$ cat src/rtl/delay_line_sequencer.sv
// Sequencer around the fixed-latency delay datapath: issues samples under credit control,
// tracks them with a tag pipeline, and buffers the delayed results with frame markers in a FWFT FIFO.
module delay_line_sequencer #(
    parameter int unsigned DATA_LENGTH = 8,
    parameter int unsigned LAT         = 20,
    parameter int unsigned N           = 4,
    parameter int unsigned DEPTH       = 32,
    parameter int unsigned FCNT_W      = 16
) (
    input  logic                   clk,
    input  logic                   rst_n,
    input  logic                   in_valid,
    output logic                   in_ready,
    input  logic [DATA_LENGTH-1:0] in_data,
    input  logic                   flush,
    output logic [DATA_LENGTH-1:0] pipe_din,
    input  logic [DATA_LENGTH-1:0] pipe_dout,
    output logic                   out_valid,
    input  logic                   out_ready,
    output logic [DATA_LENGTH-1:0] out_data,
    output logic                   out_first,
    output logic                   out_last,
    output logic [FCNT_W-1:0]      frame_cnt,
    output logic                   busy
);

    localparam int unsigned PTR_W = (DEPTH > 1) ? $clog2(DEPTH) : 1;
    localparam int unsigned CNT_W = $clog2(DEPTH + 1);
    localparam int unsigned ROW_W = (N > 1) ? $clog2(N) : 1;

    typedef enum logic [1:0] {
        IDLE  = 2'd0,
        RUN   = 2'd1,
        FLUSH = 2'd2
    } state_t;

    typedef struct packed {
        logic valid;
        logic first;
        logic last;
    } tag_t;

    typedef struct packed {
        logic [DATA_LENGTH-1:0] data;
        logic                   first;
        logic                   last;
    } entry_t;

    state_t             state_q, state_d;
    logic [CNT_W-1:0]   credits_q, credits_d;
    logic [CNT_W-1:0]   count_q, count_d;
    logic [ROW_W-1:0]   row_q, row_d;
    logic [PTR_W-1:0]   wr_ptr_q, wr_ptr_d;
    logic [PTR_W-1:0]   rd_ptr_q, rd_ptr_d;
    logic [FCNT_W-1:0]  frame_cnt_q, frame_cnt_d;
    tag_t               tag_q [LAT];
    tag_t               tag_d [LAT];
    entry_t             mem_q [DEPTH];
    entry_t             head;
    logic               issue;
    logic               pop;
    logic               wr_en;
    logic               drained;

    function automatic logic [PTR_W-1:0] ptr_inc(input logic [PTR_W-1:0] p);
        return (p == PTR_W'(DEPTH - 1)) ? '0 : p + PTR_W'(1);
    endfunction

    assign drained   = (credits_q == CNT_W'(DEPTH));
    assign in_ready  = (state_q != FLUSH) && (credits_q != '0);
    assign issue     = in_valid && in_ready;
    assign pipe_din  = issue ? in_data : '0;

    // Head fields are masked while empty so nothing stale leaks out after reset.
    assign head      = mem_q[rd_ptr_q];
    assign out_valid = (count_q != '0);
    assign pop       = out_valid && out_ready;
    assign out_data  = out_valid ? head.data : '0;
    assign out_first = out_valid && head.first;
    assign out_last  = out_valid && head.last;
    assign frame_cnt = frame_cnt_q;
    assign busy      = !drained;
    assign wr_en     = tag_q[LAT-1].valid;

    always_comb begin
        state_d     = state_q;
        credits_d   = credits_q;
        count_d     = count_q;
        row_d       = row_q;
        wr_ptr_d    = wr_ptr_q;
        rd_ptr_d    = rd_ptr_q;
        frame_cnt_d = frame_cnt_q;

        tag_d[0] = '{valid: issue, first: (row_q == '0), last: (row_q == ROW_W'(N - 1))};
        for (int unsigned i = 1; i < LAT; i++) begin
            tag_d[i] = tag_q[i-1];
        end

        if (issue) begin
            row_d = (row_q == ROW_W'(N - 1)) ? '0 : row_q + ROW_W'(1);
        end

        // Credits mirror free FIFO slots, counting samples still inside the delay line.
        case ({issue, pop})
            2'b10:   credits_d = credits_q - CNT_W'(1);
            2'b01:   credits_d = credits_q + CNT_W'(1);
            default: credits_d = credits_q;
        endcase

        case ({wr_en, pop})
            2'b10:   count_d = count_q + CNT_W'(1);
            2'b01:   count_d = count_q - CNT_W'(1);
            default: count_d = count_q;
        endcase

        if (wr_en) begin
            wr_ptr_d = ptr_inc(wr_ptr_q);
        end
        if (pop) begin
            rd_ptr_d = ptr_inc(rd_ptr_q);
            if (head.last) begin
                frame_cnt_d = frame_cnt_q + FCNT_W'(1);
            end
        end

        unique case (state_q)
            IDLE:    if (issue) state_d = RUN;
            RUN:     if (flush) state_d = FLUSH;
            FLUSH: begin
                if (drained) begin
                    state_d = IDLE;
                    row_d   = '0;
                end
            end
            default: state_d = IDLE;
        endcase
    end

    always_ff @(posedge clk or negedge rst_n) begin
        if (!rst_n) begin
            state_q     <= IDLE;
            credits_q   <= CNT_W'(DEPTH);
            count_q     <= '0;
            row_q       <= '0;
            wr_ptr_q    <= '0;
            rd_ptr_q    <= '0;
            frame_cnt_q <= '0;
            for (int unsigned i = 0; i < LAT; i++) begin
                tag_q[i] <= '0;
            end
        end else begin
            state_q     <= state_d;
            credits_q   <= credits_d;
            count_q     <= count_d;
            row_q       <= row_d;
            wr_ptr_q    <= wr_ptr_d;
            rd_ptr_q    <= rd_ptr_d;
            frame_cnt_q <= frame_cnt_d;
            for (int unsigned i = 0; i < LAT; i++) begin
                tag_q[i] <= tag_d[i];
            end
        end
    end

    // Storage needs no reset: occupancy alone decides what is readable.
    always_ff @(posedge clk) begin
        if (wr_en) begin
            mem_q[wr_ptr_q] <= '{data: pipe_dout, first: tag_q[LAT-1].first, last: tag_q[LAT-1].last};
        end
    end

endmodule

$ cat config.mk
export PLATFORM = sky130hd
export DESIGN_NAME = delay_line_sequencer
export DESIGN_NICKNAME = d
export VERILOG_FILES = /design/src/rtl/delay_line_sequencer.sv
export SDC_FILE = /design/constraint.sdc
export NUM_CORES = 1
export LEC_CHECK = 0
export CAP_MARGIN = 10
export CORE_MARGIN = 2
export CORE_UTILIZATION = 65
export DETAILED_ROUTE_END_ITERATION = 10
export DONT_BUFFER_PORTS = 1
export PLACE_DENSITY = 0.81
export SLEW_MARGIN = 20
export SYNTH_ARGS = -nofsm -noshare
export SYNTH_HDL_FRONTEND = slang
export SYNTH_SLANG_ARGS = --single-unit
$ cat constraint.sdc
create_clock -name clk -period 5.85 [get_ports clk]
set_input_delay 1.17 -clock clk [delete_from_list [all_inputs] [get_ports clk]]
set_output_delay 1.17 -clock clk [all_outputs]
set_load 0.01 [all_outputs]
Word-level counts from Yosys, hierarchy flattened:

Memories as Yosys holds them, arrays and structs flattened.
Cells that the tools add are included.

* bits in writable memories: 320
* bits in registers: 102
* memories: 1
* logic and storage cells: 120

Memory list
* mem_q: words 32, bits a word 10, read ports 1, clocked after Yosys merged registers in 0, write ports 1, RTL line 58 `entry_t mem_q [DEPTH];`

* reductions and logical operators: 14
* eq/ne operators: 14
* muxes and demuxes: 16
* $add $sub $neg: 8

Operator list (count)
* one-hot mux 6 bit (2 select lines): 2
* adder 16 x 1 -> 16 bit (second input constant): 1
* two-way mux 8 bit: 2
* two-way mux 2 bit: 7
* adder 6 x 1 -> 6 bit (second input constant): 2
* nonzero test 6 bit: 2
* subtractor 6 x 1 -> 6 bit (second input constant): 2
* adder 5 x 1 -> 5 bit (second input constant): 2
* == test 5 bit (second input constant): 2
* two-way mux 5 bit: 2
* == test 2 bit (second input constant): 4
* inequality test 2 bit (second input constant): 4
* == test 2 x 1 -> 1 bit (second input constant): 3
* == test 6 bit (second input constant): 1
* one-hot mux 2 bit (3 select lines): 1
* logical AND 1 bit: 5
* logical NOT 2 bit: 2
* nonzero test 2 bit: 2
* AND reduction 3 bit: 1
* adder 2 x 1 -> 2 bit (second input constant): 1
* two-way mux 1 bit: 2
* AND reduction 2 bit: 1
* logical NOT 1 bit: 1

Longest topological paths before layout:

Gate-level depths: netlist (run 1).

* depth in word-level cells: 6
* depth in mapped cells: 15
* depth with buffers taken out: 15

Least setup slack after synthesis (run 1):

No wires, ideal clock.

* kind: register to output
* start: register rd_ptr_q[1]
* end: output port out_data[0]
* arrival: 2.119 ns
* slack: 2.561 ns
* required time: 4.680 ns
* stages on the path, launching flop included: 8
* path through: dfrtp_1 clkbuf_1 buf_2 buf_1 mux4_2 mux4_2 mux2i_1 nor2_1

* cells in the longest elaborated chain, start to end: 2

RTL lines
* from (decl): RTL line 54 `logic [PTR_W-1:0] rd_ptr_q, rd_ptr_d;`
* from (signal assigned): RTL line 157 `rd_ptr_q <= rd_ptr_d;`
* memory (32 x 10 bit)
* two-way mux 8 bit: RTL line 78 `assign out_data = out_valid ? head.data : '0;`
* to (decl): RTL line 20 `output logic [DATA_LENGTH-1:0] out_data,`

Every way passes these cells.

Worst setup path after layout (run 1):

* start: register rd_ptr_q[1]
* end: output port out_data[6]

The elaborated chain is that of the path after synthesis.

==> results by group, run 1 <==
Outcome
  • Outcome: finished, final reports clean

Power
  • Internal power: 0.00592 W
  • Sw Ratio: 29.1%
  • IR drop worst, VDD: 326 uV
  • Gate power share: 21.2%
  • Tot Pwr: 0.00835 W
  • Sequential share of power: about 50%
  • P_sw: 0.00243 W
  • Power density cells: 467 mW/mm2
  • Static leakage: between 6 and 7 nW
  • Clock power frac: 30.1%

STA
  • Setup TNS: 0 ns
  • Fmax: 210 MHz
  • Layout Skew: 0.0243 ns
  • RSZ-0062 raised after global routing: false
  • Worst-margin pin slew: 1.13 ns
  • Slew Limit Fails: 0
  • Worst slew margin: 24.1%
  • Final Setup Violations: 0
  • Final Cycle Share: 81.5%
  • Final hold viol count: 0
  • Final min period: 4.77 ns

Layout
  • Area grow syn2layout: 10.1%
  • Most frequent cells in the layout: edfxtp_1 (320), dfrtp_1 (99), mux4_2 (90)
  • Most common cell after layout, fill and taps aside: edfxtp_1
  • Inserted Diodes: 0
  • Share of cells above drive strength 1: approximately 22%
  • Final-stage net count: ~900

Floorplan
  • Row count: 57
  • Die Y: 162 um
  • Total I/O pin count: 58
  • Die footprint: around 0.026 mm2
  • DIE WIDTH: 162 um
  • Initial Utilization: 66.4%
  • Core outline area: 0.0245 mm2

Logic synthesis
  • Post-synthesis sequential area ratio: 74.8%
  • Distinct cells, synth: 50
  • Seq cells post-synth: 422
  • Mapped cell area: between 0.015 and 0.02 mm2
  • Mapped Cells: about 840
  • Ys flop type: edfxtp_1
  • Post-synth ARST share: 24.2%
  • Number of synthesized flops with an enable pin: between 300 and 400
  • Synth warn: 0
  • Net Count, Synth: 881
  • Avg Inst Size Synth: about 19 um2

Detailed routing
  • Wire per inst: approximately 28 um
  • 1st-iter DRT viols: around 920
  • TritonRoute pass-1 iters: 7
  • DRC viols: 0
  • Routed via count: 8100
  • ANT nets after route: 0
  • Total Wirelength: approximately 34000 um
  • Vias/cell: 6.65

GRT
  • Tot GR Track Use: 27.2%
  • Largest net degree at the start of global routing: 103
  • Vias in the first global route: roughly 8600
  • Initial antenna violation count: 0
  • Global route overflow: 0
  • Global-route wire length before repair: 52000 um

Setup path
  • CP Capture Type: primary output
  • Crit path max fanout: around 50
  • Critical R2R Launch: count_q[2]$_DFFE_PN0P_
  • Worst EP required: 4.68 ns
  • Crit path DAT: ~3.6 ns
  • Critical path class: flop to primary output
  • CP startpoint: rd_ptr_q[1]$_DFFE_PN0P_
  • Critical path startpoint category: flop

CTS
  • Post-CTS setup buffer count: 0
  • Clock sinks: 422
  • Resized Gates After CTS: 0
  • CTS tree: built
  • Hold Buf Count CTS: 0
  • Clk buf depth: 3
  • Clk root buf: clkbuf_16
  • CTS Buf Count: 40
  • Worst-Skew Late Latency: ~0.54 ns
  • CTS clk-pin slew, worst paths: 0.06 ns
  • Htree depth: 2

Worst hold path
  • HP Class: primary input to async pin

Place
  • RD Place Congestion: 0.814
  • # port buffers: 0
  • Hpwl dp: 19200 um

Flow run
  • Max_cap viols: 0
[power groups by stage]
stage	clock network [W]	registers [W]	logic (W)
after floorplan	0	0.00388	0.00144
after global placement	0	0.00408	0.00164
after CTS	0.00254	0.00406	0.00178
after global routing	0.00264	0.00411	0.00190
after detailed placement	0	0.00411	0.00174
final	0.00251	0.00406	0.00177
[synth_stat cells (3+ instances only)]
master      n  area [um2]
mux4_2     90        2030
nor2_1     67         251
inv_1      11        41.3
xnor2_1    10        87.6
inv_2       5        18.8
buf_6       3        33.8
mux2_2      5        56.3
edfxtp_1  320        9610
a22oi_1     4        30.0
buf_4       8        60.1
nand3_1    15        75.1
mux2i_1    25         250
nand4_1     3        18.8
a21oi_1     9        45.0
buf_1       5        18.8
clkbuf_1   14        52.6
buf_2       3        15.0
a22o_1      3        26.3
ha_1       17         213
o21ai_1     8        40.0
nor2b_1     4        25.0
and3_1     16         100
nor4_1      5        31.3
nand2_1    31         116
dfrtp_1   101        2530
o21ai_0     5        25.0
xor2_1     19         166
nor3_1      7        35.0
nand3b_1    4        30.0
[logic make-up (layout without fill, tap and decap cells)]
family	after synthesis	in the layout	synth area share, %
XOR/XNOR	29	29	1.56
AO/OA/AOI/OAI	39	39	1.51
buffers and inverters	49	101	1.48
multiplexers	121	121	14.4
AND/OR/NAND/NOR	164	164	4.76
flip-flops	422	422	74.8
adder cells (fa/ha/maj)	18	18	1.43
[worst paths after layout]
kind                       slack, ns                  endpoint  cells after the start
setup / recovery                1.08               out_data[6]                      5
min in group clk                0.34       tag_d[45]$_DFF_PN0_                      0
hold / removal                  0.33  frame_cnt[9]$_DFFE_PN0P_                      0
hold reg to reg                 0.34       tag_d[45]$_DFF_PN0_                      0
setup reg to reg                2.19  credits_q[5]$_DFFE_PN1P_                     15
max in group asynchronous       5.29  credits_q[5]$_DFFE_PN1P_                      0
[area by class of cell]
cell class                 instances  area (um2)
timing repair buffer              13        97.6
tap                              324         405
multi-input combinational        371        3900
clock buffer                      52        1080
clock inverter                    20         188
fill                            1318        6570
sequential                       422       12200
inverter                          16        60.1
[per-layer routing]
metal | routed length, um | part of all wire, % | vias to the layer above | global-route usage [%]
met2 | 17100 | 50 | 492 | 44.8
met1 | 12800 | 37 | 4192 | 37.4
li1 | - | - | 3340 | -
met5 | 0 | 0 | - | 0
met4 | 1010 | 2.9 | 0 | 9.01
met3 | 3360 | 9.8 | 76 | 5.59
[registers in the layout (all words and copies together) (netlist names)]
signal / cells
credits_q: 6
tag_d: 57
wr_en: 1
count_q: 6
row_q: 2
rd_ptr_q: 5
frame_cnt: 16
tag_q: 2
mem_q: 320
wr_ptr_q: 5
state_q: 2
[worst max-delay path, stage by stage, from the launching register on]
cell     delay, ns
dfrtp_2       0.91
buf_4         0.71
mux4_2        0.41
mux4_2        0.49
mux2i_1       0.35
nor2_1        0.15
[stage by stage]
step	setup WS, ns	hold slack [ns]	util (%)	area (um2)	instances
after floorplan	2.56	0.331	-	16300	842
after global placement	1.76	0.336	67.8	16600	1146
after detailed placement	1.70	0.335	67.9	16600	1146
after CTS	1.10	0.317	73.1	17900	1218
after global routing	0.990	0.311	73.2	17900	1218
final	1.08	0.331	73.2	17900	1218
Note: power is estimated with default switching activity, not from simulation.
==> inputs of run 2 (changes only) <==
--- a/config.mk
+++ b/config.mk
@@ -5,12 +5,13 @@
 export SDC_FILE = /design/constraint.sdc
 export NUM_CORES = 1
 export LEC_CHECK = 0
+export ABC_AREA = 1
 export CAP_MARGIN = 10
 export CORE_MARGIN = 2
-export CORE_UTILIZATION = 65
+export CORE_UTILIZATION = 63
 export DETAILED_ROUTE_END_ITERATION = 10
 export DONT_BUFFER_PORTS = 1
-export PLACE_DENSITY = 0.81
+export PLACE_DENSITY = 0.79
 export SLEW_MARGIN = 20
 export SYNTH_ARGS = -nofsm -noshare
 export SYNTH_HDL_FRONTEND = slang
==> constraint.sdc (replaced) <==
create_clock -name clk -period 4.7 [get_ports clk]
set_input_delay 0.94 -clock clk [delete_from_list [all_inputs] [get_ports clk]]
set_output_delay 0.94 -clock clk [all_outputs]
set_load 0.01 [all_outputs]
==> run 2 against run 1 <==
  * The run now ends with DRC left
  * Highest routed layer is now met5
  * Clock skew down 0.0030 ns
  * Area after synthesis up 3.3%
  * Via count up 32%
==> results by group, run 2 <==
Outcome
  • Outcome: complete, but fails checks
  • Failing checks: DRC

CTS
  • Worst-Skew Late Latency: 0.55 ns
  • Clock sinks: 422
  • Clk root buf: clkbuf_16
  • Htree depth: 2
  • Post-CTS setup buffer count: 0
  • Hold Buf Count CTS: 0
  • Clk buf depth: 3
  • Resized Gates After CTS: 0
  • CTS Buf Count: 41
  • CTS tree: built
  • CTS clk-pin slew, worst paths: 0.06 ns

Power
  • Tot Pwr: 0.0113 W
  • IR drop worst, VDD: 454 uV
  • Static leakage: 6.56 nW
  • Power density cells: 622 mW/mm2

Layout
  • Finished Layout Cells: 1683
  • Share of cells above drive strength 1: 6.38%
  • Final-stage net count: 1360
  • Biggest register: mem_q
  • Area grow syn2layout: 8.21%
  • Most common cell after layout, fill and taps aside: edfxtp_1
  • Most frequent cells in the layout: edfxtp_1 (320), nor2_1 (219), o21ai_0 (169)
  • Finished Cell Area: 0.0182 mm2
  • Max reg flops: 320
  • Inserted Diodes: 0
  • Fillers: 1724

GRT
  • Largest net degree at the start of global routing: 163
  • Tot GR Track Use: 27.2%
  • Initial antenna violation count: 0
  • Global-route wire length before repair: 58300 um
  • Global route overflow: 0
  • Vias in the first global route: between 10000 and 15000

Detailed routing
  • 1st-iter DRT viols: 1560
  • Total Wirelength: around 38000 um
  • Routed via count: between 10000 and 15000
  • ANT nets after route: 0
  • TritonRoute pass-1 iters: 9
  • Wire per inst: 22.5 um
  • Vias/cell: approximately 6.3
  • DRC viols: 2

Logic synthesis
  • Synth warn: 0
  • Synth area leaders: edfxtp_1 (57%), dfrtp_1 (15%), nor2_1 (5.1%)
  • Cell taking the most area after synthesis: edfxtp_1
  • Avg Inst Size Synth: 12.5 um2
  • Seq cells post-synth: 422
  • Top-area cell type share of the netlist area: 57.2%
  • Post-synth top cells: edfxtp_1 (320), nor2_1 (226), o21ai_0 (169)
  • Mapped cell area: between 0.015 and 0.02 mm2
  • Distinct cells, synth: 36
  • Number of synthesized flops with an enable pin: 320
  • Count leader, synth: edfxtp_1
  • Post-synthesis sequential area ratio: 72.4%
  • Post-synth ARST share: 24.2%
  • Ys flop type: edfxtp_1
  • Mapped Cells: roughly 1300
  • Net Count, Synth: ~1400

Floorplan
  • Initial Utilization: roughly 64%
  • Core outline area: 0.0261 mm2
  • Total I/O pin count: 58
  • DIE WIDTH: 167 um
  • Row count: between 50 and 60
  • Die Y: approximately 170 um
  • Die footprint: 0.0280 mm2

Setup path
  • Kind of cell adding the most delay to the critical path: buffers and inverters
  • Critical path startpoint category: flop
  • Critical path class: flop to primary output
  • Worst Path Buf+Inv: 1
  • CP Capture Type: primary output
  • Largest stage delay on the critical path: 0.71 ns
  • Crit path max fanout: 82
  • Crit path DAT: 2.93 ns
  • Slowest stage cell, crit path: buf_4
  • Worst EP required: around 3.8 ns
  • Top cell by count, worst path: nand3_1
  • Crit-path cells: buf_4 -> o21ai_0 -> o221ai_1 -> nand3_1 -> nand3_1 -> nand2_1 -> nor2_1

STA
  • Final Cycle Share: slightly above 80%
  • RSZ-0062 raised after global routing: false
  • Layout Skew: 0.0213 ns
  • Hold slack: roughly 0.098 ns
  • Worst-margin pin slew: 1.14 ns
  • Slew Limit Fails: 0
  • Final min period: slightly below 4 ns
  • Setup TNS: 0 ns
  • Worst slew margin: 23.9%
  • Fmax: 259 MHz
  • Final hold viol count: 0
  • Final Setup Violations: 0

Place
  • Placed cell area: 0.0169 mm2
  • RD Place Congestion: 0.856
  • # port buffers: 0
  • Placed Cells: around 1600
  • Hpwl dp: about 21000 um

Flow run
  • Max_cap viols: 0

Worst hold path
  • HP Class: primary input to async pin
[run 2: cell families (layout without fill, tap and decap cells)]
| kind of cell | count (synthesis) | count (layout) | synth area share (%) |
|---|---|---|---|
| AOI/OAI and AO/OA | 268 | 268 | 9.52 |
| adders and majority gates | 18 | 18 | 1.39 |
| xor gates and xnor gates | 27 | 27 | 1.41 |
| DFF | 422 | 422 | 72.4 |
| buffers and inverters | 135 | 143 | 3.86 |
| and+or+nand+nor | 470 | 470 | 11.4 |
[run 2: path summary, 6_finish.rpt]
kind / cells past startpoint / start / slack [ns] / end
worst max-delay path: 7 / rd_ptr_q[1]$_DFFE_PN0P_ / 0.83 / out_first
worst min-delay path: 0 / rst_n / 0.1 / frame_cnt[12]$_DFFE_PN0P_
worst max register to register: 11 / rd_ptr_q[0]$_DFFE_PN0P_ / 1.45 / frame_cnt[7]$_DFFE_PN0P_
worst min register to register: 0 / tag_d[55]$_DFF_PN0_ / 0.34 / tag_d[52]$_DFF_PN0_
max in group asynchronous: 0 / rst_n / 4.34 / credits_q[5]$_DFFE_PN1P_
min in group clk: 0 / tag_d[55]$_DFF_PN0_ / 0.34 / tag_d[52]$_DFF_PN0_
[run 2: stage by stage]
stage / setup slack [ns] / utilization [%]
final: 0.833 / 69.5
after CTS: 0.864 / 69.5
after detailed placement: 1.42 / 64.7
after floorplan: 1.91 / -
after global placement: 1.49 / 64.7
after global routing: 0.701 / 69.5
[run 2: power breakdown]
group / internal (W) / switching (W) / total, W
Sequential: 0.00459 / 0.000372 / 0.00497
Combinational: 0.000946 / 0.00232 / 0.00326
Clock: 0.00176 / 0.00132 / 0.00308
Total: 0.00730 / 0.00400 / 0.0113
[run 2: worst reg2reg max path, cell delays in order (launching register included)]
cell     delay (ns)
dfrtp_4        0.51
inv_6          0.45
buf_4          0.39
nand2_1        0.10
nand3_1        0.09
nand3_1        0.10
nand2_1        0.11
nand2_1        0.06
nand3_1        0.14
nand3_1        0.43
inv_1          0.56
o21ai_0        0.17
[run 2: layer usage]
layer / GRT usage [%] / vias to the layer above / wire length [um]
met5: 1.04 / - / 34
met4: 10.2 / 2 / 1300
met3: 6.22 / 109 / 3810
met2: 43.9 / 590 / 17900
met1: 36.8 / 5212 / 14800
li1: - / 4749 / -
[run 2: layout make-up]
| cell class | count | area [um2] | area share [%] |
|---|---|---|---|
| inverter | 59 | 226 | 1.25 |
| clock buffer | 54 | 1100 | 6.08 |
| multi-input combinational | 783 | 4000 | 22.0 |
| timing repair buffer | 14 | 118 | 0.647 |
| clock inverter | 16 | 134 | 0.737 |
| tap | 335 | 419 | 2.31 |
| sequential | 422 | 12200 | 67.0 |
==> inputs of run 3 (changes only) <==
==> constraint.sdc (replaced) <==
create_clock -name clk -period 4 [get_ports clk]
set_input_delay 0.8 -clock clk [delete_from_list [all_inputs] [get_ports clk]]
set_output_delay 0.8 -clock clk [all_outputs]
set_load 0.01 [all_outputs]
==> run 3 against run 2 <==
  * The run still ends with DRC left
  * Clock power grew 27%
  * Sequential share of layout area shrank 0.82 points
  * Critical path depth is the same
  * Design area grew 1.2%
  * Register-to-register slack lost 0.68 ns
  * Worst setup slack lost 0.60 ns
  * Final cell count grew 0.77%
  * Critical endpoint is now out_data[0]
  * Sequential power grew 18%
  * Combinational power grew 18%
  * Highest routed layer is now met4
  * Global-route usage grew 0.25 points
==> results by group, run 3 (same netlist as run 2, synthesis figures left out) <==
GRT
  • Global route overflow: 0
  • Tot GR Track Use: 27.5%
  • Vias in the first global route: 10500
  • Global-route wire length before repair: 58700 um
  • Initial antenna violation count: 0
  • Largest net degree at the start of global routing: 102

STA
  • Fmax: 265 MHz
  • Layout Skew: 0.0159 ns
  • Worst-margin pin slew: 1.15 ns
  • Final Setup Violations: 0
  • Setup TNS: 0 ns
  • Worst slew margin: 23.2%
  • Final Cycle Share: 94.2%
  • Final min period: between 3 and 4 ns
  • Final hold viol count: 0
  • RSZ-0062 raised after global routing: false
  • Slew Limit Fails: 0

CTS
  • Clk root buf: clkbuf_16
  • Worst-Skew Late Latency: 0.54 ns
  • Post-CTS setup buffer count: 0
  • CTS Buf Count: between 40 and 50
  • Clock sinks: approximately 420
  • Clk buf depth: 3
  • Htree depth: 2
  • CTS tree: built
  • CTS clk-pin slew, worst paths: 0.06 ns

Setup path
  • Top cell by count, worst path: nand3_1
  • Worst EP required: 3.20 ns
  • Critical path startpoint category: flop
  • Reg2reg end: frame_cnt[3]$_DFFE_PN0P_
  • Crit path max fanout: 66
  • FF-to-FF path depth: 12
  • FF-to-FF setup slack: between 0.7 and 0.8 ns
  • Crit path DAT: 2.97 ns
  • Critical path class: flop to primary output
  • Slowest stage cell, crit path: dfrtp_4
  • Critical R2R Launch: rd_ptr_q[0]$_DFFE_PN0P_
  • CP Capture Type: primary output
  • Crit-path cells: buf_4 -> o21ai_0 -> o221ai_1 -> nand3_1 -> nand3_1 -> nand2_1 -> nor2_1
  • Worst Path Buf+Inv: 1
  • Kind of cell adding the most delay to the critical path: flip-flops
  • Largest stage delay on the critical path: 0.69 ns

Layout
  • Final-stage net count: about 1400
  • Max reg flops: between 300 and 400
  • Inserted Diodes: 0
  • Finished Cell Area: approximately 0.018 mm2
  • Most frequent cells in the layout: edfxtp_1 (320), nor2_1 (215), o21ai_0 (169)
  • Util after Layout: 70.4%
  • Area grow syn2layout: 9.53%
  • Biggest register: mem_q
  • Most common cell after layout, fill and taps aside: edfxtp_1
  • Share of cells above drive strength 1: 7.27%

Place
  • RD Place Congestion: 0.851
  • Placed cell area: roughly 0.017 mm2
  • # port buffers: 0
  • Hpwl dp: between 20000 and 25000 um

Detailed routing
  • Metal2 WL: 18600 um
  • DRC viols: 2
  • Top layer used by detailed routing: met4
  • Vias/cell: roughly 6.3
  • Total Wirelength: 38100 um
  • 1st-iter DRT viols: roughly 1600
  • Wire per inst: 22.5 um
  • ANT nets after route: 0
  • Metal-1 WL: 14700 um
  • Routed via count: between 10000 and 15000
  • TritonRoute pass-1 iters: 8
  • Met3 wire length: 3660 um

Power
  • Static leakage: approximately 6.7 nW
  • Power density cells: 742 mW/mm2
  • Sw Ratio: between 30% and 40%
  • P_sw: roughly 0.0048 W
  • Sequential share of power: approximately 43%
  • IR drop worst, VDD: 493 uV
  • Internal power: 0.00890 W
  • Clock power frac: 28.7%
  • Gate power share: between 20 and 30%

Flow run
  • Max_cap viols: 0

Outcome
  • Outcome: complete, but fails checks
  • Failing checks: DRC

Worst hold path
  • HP Class: primary input to async pin

Floorplan
  • Total I/O pin count: 58
  • Die footprint: 0.0280 mm2
  • Row count: 59
  • DIE WIDTH: 167 um
  • Initial Utilization: 64.3%
  • Core outline area: 0.0261 mm2
  • Die Y: ~170 um
run 3: cell count changes in the layout (fill, tap and decap cells not counted), moves of 2 or more:
cell and delta:
buf_4 +6, clkinv_1 -2, clkbuf_1 +5, inv_6 -3, nor2_2 +4, clkbuf_16 +4
nor2_1 -4, bufinv_16 +2
run 3: per-layer routing:
metal | up-vias | GRT usage (%)
li1 | 4782 | -
met1 | 5182 | 37.8
met2 | 609 | 44.3
met3 | 93 | 5.39
met4 | 0 | 10.2
met5 | - | 0
run 3: power by group through the flow:
stage,logic [W],registers [W],clock network [W]
3_3_place_gp,0.00356,0.00593,0
2_1_floorplan,0.00285,0.00573,0
5_1_grt,0.00423,0.00594,0.00415
6_report,0.00385,0.00588,0.00392
3_5_place_dp,0.00371,0.00595,0
4_1_cts,0.00379,0.00587,0.00396
run 3: what timing repair did:
| action | in CTS | in global routing |
|---|---|---|
| setup endpoints to repair | 0 | 3 |
| hold buffers | 1 | 0 |
| gates resized for setup | 0 | 2 |
| hold endpoints to repair | 101 | 0 |
run 3: cell type report:
type                       instances  area, um2
fill                            1714       7730
multi-input combinational        783       4010
clock buffer                      63       1220
sequential                       422      12200
tap                              335        419
clock inverter                    13        163
timing repair buffer              21        181
inverter                          59        229
run 3: per-stage QoR:
step	cells	hold WS, ns	total power, W	worst slack, ns
global route	1696	0.0954	0.0143	0.0737
floorplan	1340	0.331	0.00858	1.35
global placement	1619	0.334	0.00949	0.745
CTS	1696	0.101	0.0136	0.160
detailed placement	1619	0.336	0.00966	0.734
finish	1696	0.114	0.0137	0.231
run 3: worst max path at each step:
| stage | to | cells past startpoint | start |
|---|---|---|---|
| global route | out_last | 9 | rd_ptr_q[0]$_DFFE_PN0P_ |
| detailed placement | frame_cnt[11]$_DFFE_PN0P_ | 11 | rd_ptr_q[0]$_DFFE_PN0P_ |
| floorplan | credits_q[5]$_DFFE_PN1P_ | 15 | in_valid |
| finish | out_data[0] | 7 | rd_ptr_q[0]$_DFFE_PN0P_ |
| global placement | out_last | 10 | rd_ptr_q[0]$_DFFE_PN0P_ |
| CTS | out_data[2] | 8 | rd_ptr_q[0]$_DFFE_PN0P_ |
run 3: worst reg2reg max path: stages, from the launching register on:
cell and delay [ns]:
dfrtp_4 0.65, inv_8 0.41, buf_4 0.40, nand2_1 0.10
nand3_1 0.08, nand3_1 0.07, nand2_1 0.06, nand2_1 0.09
nand3_1 0.12, nand3_1 0.38, inv_1 0.56, nand2_1 0.13
o21ai_0 0.10
